==> src/rtl/key_debounce.sv <==
// key_debounce: conditions NUM_KEYS raw push-button inputs into a clean
// debounced level plus single-cycle press, release and long-press pulses.
// Each key is an independent lane: 2-flop synchroniser, one shared
// debounce/hold counter and a four-state filter FSM with registered outputs.

module key_debounce_lane #(
    parameter int DEBOUNCE_CYCLES = 1_000_000,
    parameter int HOLD_CYCLES     = 50_000_000,
    parameter int KEY_ACTIVE_LOW  = 1
) (
    input  logic clk,
    input  logic rst,
    input  logic raw,
    output logic level,
    output logic press,
    output logic rel_pulse,
    output logic long_pulse
);
    // One counter times both the debounce window and the hold; it never wraps.
    localparam int   CW       = (HOLD_CYCLES > 2) ? $clog2(HOLD_CYCLES) : 1;
    localparam logic ACT_LOW  = logic'(KEY_ACTIVE_LOW != 0);
    localparam logic [CW-1:0] DEB_MAX  = CW'(DEBOUNCE_CYCLES - 1);
    localparam logic [CW-1:0] HOLD_MAX = CW'(HOLD_CYCLES - 1);

    typedef enum logic [1:0] {S_UP, S_DN_FILT, S_DOWN, S_UP_FILT} state_t;

    logic          sync1, sync2, act;
    state_t        state, state_nx;
    logic [CW-1:0] cnt, cnt_nx;
    logic          long_done, long_done_nx;
    logic          level_nx, press_nx, rel_nx, long_nx;

    // Two-flop synchroniser; reset parks it at the released pin level.
    always_ff @(posedge clk or posedge rst) begin
        if (rst) begin
            sync1 <= ACT_LOW;
            sync2 <= ACT_LOW;
        end else begin
            sync1 <= raw;
            sync2 <= sync1;
        end
    end

    assign act = sync2 ^ ACT_LOW;

    // State, timer and registered outputs.
    always_ff @(posedge clk or posedge rst) begin
        if (rst) begin
            state      <= S_UP;
            cnt        <= '0;
            long_done  <= 1'b0;
            level      <= 1'b0;
            press      <= 1'b0;
            rel_pulse  <= 1'b0;
            long_pulse <= 1'b0;
        end else begin
            state      <= state_nx;
            cnt        <= cnt_nx;
            long_done  <= long_done_nx;
            level      <= level_nx;
            press      <= press_nx;
            rel_pulse  <= rel_nx;
            long_pulse <= long_nx;
        end
    end

    // Filter transitions and timer updates.
    always_comb begin
        state_nx     = state;
        cnt_nx       = cnt;
        long_done_nx = long_done;
        unique case (state)
            S_UP: begin
                if (act) begin
                    state_nx = S_DN_FILT;
                    cnt_nx   = '0;
                end
            end
            S_DN_FILT: begin
                if (!act) begin
                    state_nx = S_UP;
                end else if (cnt == DEB_MAX) begin
                    state_nx = S_DOWN;
                    cnt_nx   = '0;
                end else begin
                    cnt_nx = cnt + CW'(1);
                end
            end
            S_DOWN: begin
                if (!act) begin
                    state_nx = S_UP_FILT;
                    cnt_nx   = '0;
                end else if (!long_done && cnt == HOLD_MAX) begin
                    long_done_nx = 1'b1;
                end else if (cnt < HOLD_MAX) begin
                    cnt_nx = cnt + CW'(1);
                end
            end
            S_UP_FILT: begin
                // A glitch back to pressed keeps long_done so the hold cannot re-fire.
                if (act) begin
                    state_nx = S_DOWN;
                    cnt_nx   = '0;
                end else if (cnt == DEB_MAX) begin
                    state_nx     = S_UP;
                    long_done_nx = 1'b0;
                end else begin
                    cnt_nx = cnt + CW'(1);
                end
            end
            default: state_nx = S_UP;
        endcase
    end

    // Output decode from the transition about to be taken.
    always_comb begin
        level_nx = (state_nx == S_DOWN) || (state_nx == S_UP_FILT);
        press_nx = (state == S_DN_FILT) && (state_nx == S_DOWN);
        rel_nx   = (state == S_UP_FILT) && (state_nx == S_UP);
        long_nx  = !long_done && long_done_nx;
    end
endmodule

module key_debounce #(
    parameter int NUM_KEYS        = 8,
    parameter int DEBOUNCE_CYCLES = 1_000_000,
    parameter int HOLD_CYCLES     = 50_000_000,
    parameter int KEY_ACTIVE_LOW  = 1
) (
    input  logic                clk,
    input  logic                rst,
    input  logic [NUM_KEYS-1:0] key_raw,
    output logic [NUM_KEYS-1:0] key_level,
    output logic [NUM_KEYS-1:0] key_press,
    output logic [NUM_KEYS-1:0] key_release,
    output logic [NUM_KEYS-1:0] key_long
);
    for (genvar i = 0; i < NUM_KEYS; i++) begin : g_lane
        key_debounce_lane #(
            .DEBOUNCE_CYCLES (DEBOUNCE_CYCLES),
            .HOLD_CYCLES     (HOLD_CYCLES),
            .KEY_ACTIVE_LOW  (KEY_ACTIVE_LOW)
        ) u_lane (
            .clk        (clk),
            .rst        (rst),
            .raw        (key_raw[i]),
            .level      (key_level[i]),
            .press      (key_press[i]),
            .rel_pulse  (key_release[i]),
            .long_pulse (key_long[i])
        );
    end
endmodule

==> config.mk <==
export PLATFORM = sky130hd
export DESIGN_NAME = key_debounce
export DESIGN_NICKNAME = d
export VERILOG_FILES = /design/src/rtl/key_debounce.sv
export SDC_FILE = /design/constraint.sdc
export NUM_CORES = 1
export LEC_CHECK = 0
export ABC_CLOCK_PERIOD_IN_PS = 13800
export CAP_MARGIN = 5
export CORE_UTILIZATION = 50
export DETAILED_ROUTE_END_ITERATION = 8
export PLACE_DENSITY = 0.77
export SYNTH_ARGS = -nofsm -noshare
export SYNTH_HDL_FRONTEND = slang
export SYNTH_SLANG_ARGS = --single-unit
==> constraint.sdc <==
create_clock -name clk -period 13.8 [get_ports clk]
set_clock_uncertainty 0.1 [all_clocks]
set_input_delay 2.07 -clock clk [delete_from_list [all_inputs] [get_ports clk]]
set_output_delay 2.07 -clock clk [all_outputs]
set_load 0.05 [all_outputs]
==> metrics.txt <==
Sum Neg Setup Slack 0 ns; status finished clean; arrival time worst endpoint 1.72 ns; CTS tree built; Pwr Density 99.6 mW/mm^2; endpoint type of the worst setup path output pin; Achievable Freq 257 MHz; synth unique cells a little under 90; setup bufs post-CTS 0; drt pass-1 iters 5; Avg Cell Area, Syn 9.01 um^2; setup violators final 0; io pins 42; Core Region 0.0317 mm^2; largest area contributor in the netlist dfrtp_1; dpl hpwl 23.9 mm; Synth Instances 1802; Crit path required time 11.63 ns; EDFF count, synth 0; cell depth of the worst setup path 1; Num CTS Buffers 31; CP delay by family, top buffers and inverters; max_slew headroom 27.5%; Hold Buf Count CTS 0; vias after detailed routing approximately 14000; CTS root buf clkbuf_16; WL per Instance 16.7 um; leading register cell type out of synthesis dfrtp_1; Starting Density approximately 51%; fin crit period 3.89 ns; FF-to-FF Start g_lane[3].u_lane.cnt[7]; Hold Crit Start g_lane[5].u_lane.sync1; DRC viols 0; #FFs+latches synth 280; fin nets 1777; largest net degree at the start of global routing 132; Ant. Diodes 0; maximum clock insertion buffer count 3; Die H about 180 um; crit path to key_release[5]; Reg clk slew, reported paths 0.06 ns; commonest cells in the synthesized netlist dfrtp_1 (264), nor2_1 (151), nand2_1 (135); CP max FO 1; Slew Viols, Final 0; pre-CTS WS 9.33 ns; RR Endpoint g_lane[3].u_lane.cnt[0]; Die ar. 0.0332 mm^2; register area share after synthesis 43.3%; Slew @ Worst Pin 1.09 ns; worst min path class reg2reg; Max VDD drop 92.2 uV; final wirelength 36.4 mm; gpl congestion about 0.89; most numerous cell in the Yosys netlist dfrtp_1; global route overflow 0; FF-to-FF path depth 6; CTS H-tree lvls 1; cell chain of the critical path clkdlybuf4s50_1; share of layout cells above drive strength 1 between 7 and 8%; global-route wire length before repair 63.2 mm; Setup Crit Path Kind reg2out; Startpoint Class register; slowest CP cell clkdlybuf4s50_1; All-Layer GR Usage about 22%; yosys warns 0; FFs w/ async S/R, synth 100%; crit path buf inv count 1; # clock sinks 280; max cap viols 0; synth top area cells dfrtp_1 (41%), a22o_1 (7.0%), o21ai_0 (3.7%); crit path from g_lane[5].u_lane.rel_pulse; post-CTS sizing 0; share of the synthesized area in the top cell type approximately 41%; post-layout util 55.4%; vias in the first global route 13200; port bufs around 40; initial antenna violation count 0; Chip Width 182 um; Leak 0.00731 uW; final hold vios 0; Routed Antenna Nets 0; initial DRC count 1194; slowest cell delay on critical path around 0.81 ns; r2r setup slk 10.31 ns; Final period util 28.2%; clk_lat worst skew 0.55 ns; Mapped Area 0.0162 mm^2; FP Rows 65; Net Count, Synth ~1800; Layout area overhead 8.26%; DR vias/cell 6.36; PnR worst setup slack 9.91 ns; unrepaired setup endpoints after global routing false
==> how the worst min path moves through the flow <==
stage	endpoint	slack [ns]	depth (start not counted)
5_1_grt	g_lane[7].u_lane.sync2	0.26	0
3_3_place_gp	g_lane[3].u_lane.sync2	0.25	0
3_5_place_dp	g_lane[4].u_lane.sync2	0.25	0
2_1_floorplan	g_lane[0].u_lane.sync2	0.25	0
4_1_cts	g_lane[7].u_lane.sync2	0.25	0
6_report	g_lane[5].u_lane.sync2	0.25	0
==> final cells by class <==
| cell class | instances | area (um^2) |
|---|---|---|
| multi-input combinational | 1333 | 8310 |
| timing repair buffer | 53 | 500 |
| inverter | 60 | 233 |
| fill | 2845 | 14100 |
| clock buffer | 51 | 941 |
| tap | 402 | 503 |
| sequential | 280 | 7030 |
| clock inverter | 6 | 65.1 |
==> through the flow <==
| step | std cells | power (uW) | cell area [um^2] | hold slack [ns] |
|---|---|---|---|---|
| after floorplan | 1802 | 938 | 16200 | 0.245 |
| after global placement | 2128 | 958 | 16600 | 0.246 |
| after detailed placement | 2128 | 962 | 16600 | 0.247 |
| after CTS | 2185 | 1780 | 17600 | 0.247 |
| after global routing | 2185 | 1820 | 17600 | 0.257 |
| final | 2185 | 1750 | 17600 | 0.251 |
==> state kept, by name (all words and copies together) (netlist names) <==
name,cells
g_lane.u_lane.level,8
g_lane.u_lane.sync2,8
g_lane.u_lane.long_done,8
g_lane.u_lane.rel_pulse,8
g_lane.u_lane.press,8
g_lane.u_lane.sync1,8
g_lane.u_lane.cnt,208
g_lane.u_lane.state,16
g_lane.u_lane.long_pulse,8
==> cells in the final DEF, fill, tap and decap left out, drive strengths merged, types with 14 or more instances in the layout <==
| cell type | n |
|---|---|
| a21o | 38 |
| a21oi | 51 |
| a22o | 130 |
| and2 | 30 |
| and3 | 42 |
| and4 | 16 |
| clkbuf | 51 |
| clkdlybuf4s50 | 41 |
| dfrtp | 264 |
| dfstp | 16 |
| inv | 61 |
| nand2 | 135 |
| nand2b | 14 |
| nand3 | 101 |
| nand4 | 76 |
| nor2 | 152 |
| nor2b | 31 |
| nor3 | 66 |
| nor4 | 41 |
| nor4b | 14 |
| o21ai | 143 |
| o2bb2ai | 14 |
| o41ai | 16 |
| or2 | 19 |
| or3 | 19 |
| or4 | 23 |
==> report_power, final <==
group / internal [uW] / total, uW / switching, uW / leakage [uW]
Clock: 481 / 805 / 324 / 0.000496
Sequential: 836 / 850 / 14.5 / 0.00382
Combinational: 30.7 / 96.8 / 66.1 / 0.00299
==> per-layer routing <==
layer  routed length, um  GRT usage (%)  part of all wire (%)
met2               17500           37.3                    48
met4                 665           5.78                   1.8
met5                   0              0                     0
met1               17000           30.4                    47
met3                1250           2.35                   3.4
==> logic make-up (layout without fill, tap and decap cells) <==
logic type | count (synthesis) | after routing | synth area share (%)
flops | 280 | 280 | 43.3
xor+xnor | 1 | 1 | 0.0539
fa+ha+maj | 8 | 8 | 0.616
compound gates | 493 | 493 | 22.3
mux | 14 | 14 | 0.894
simple gates | 817 | 817 | 27.2
buf+inv | 189 | 170 | 5.67
No activity file was read; power rests on OpenSTA's default activity.
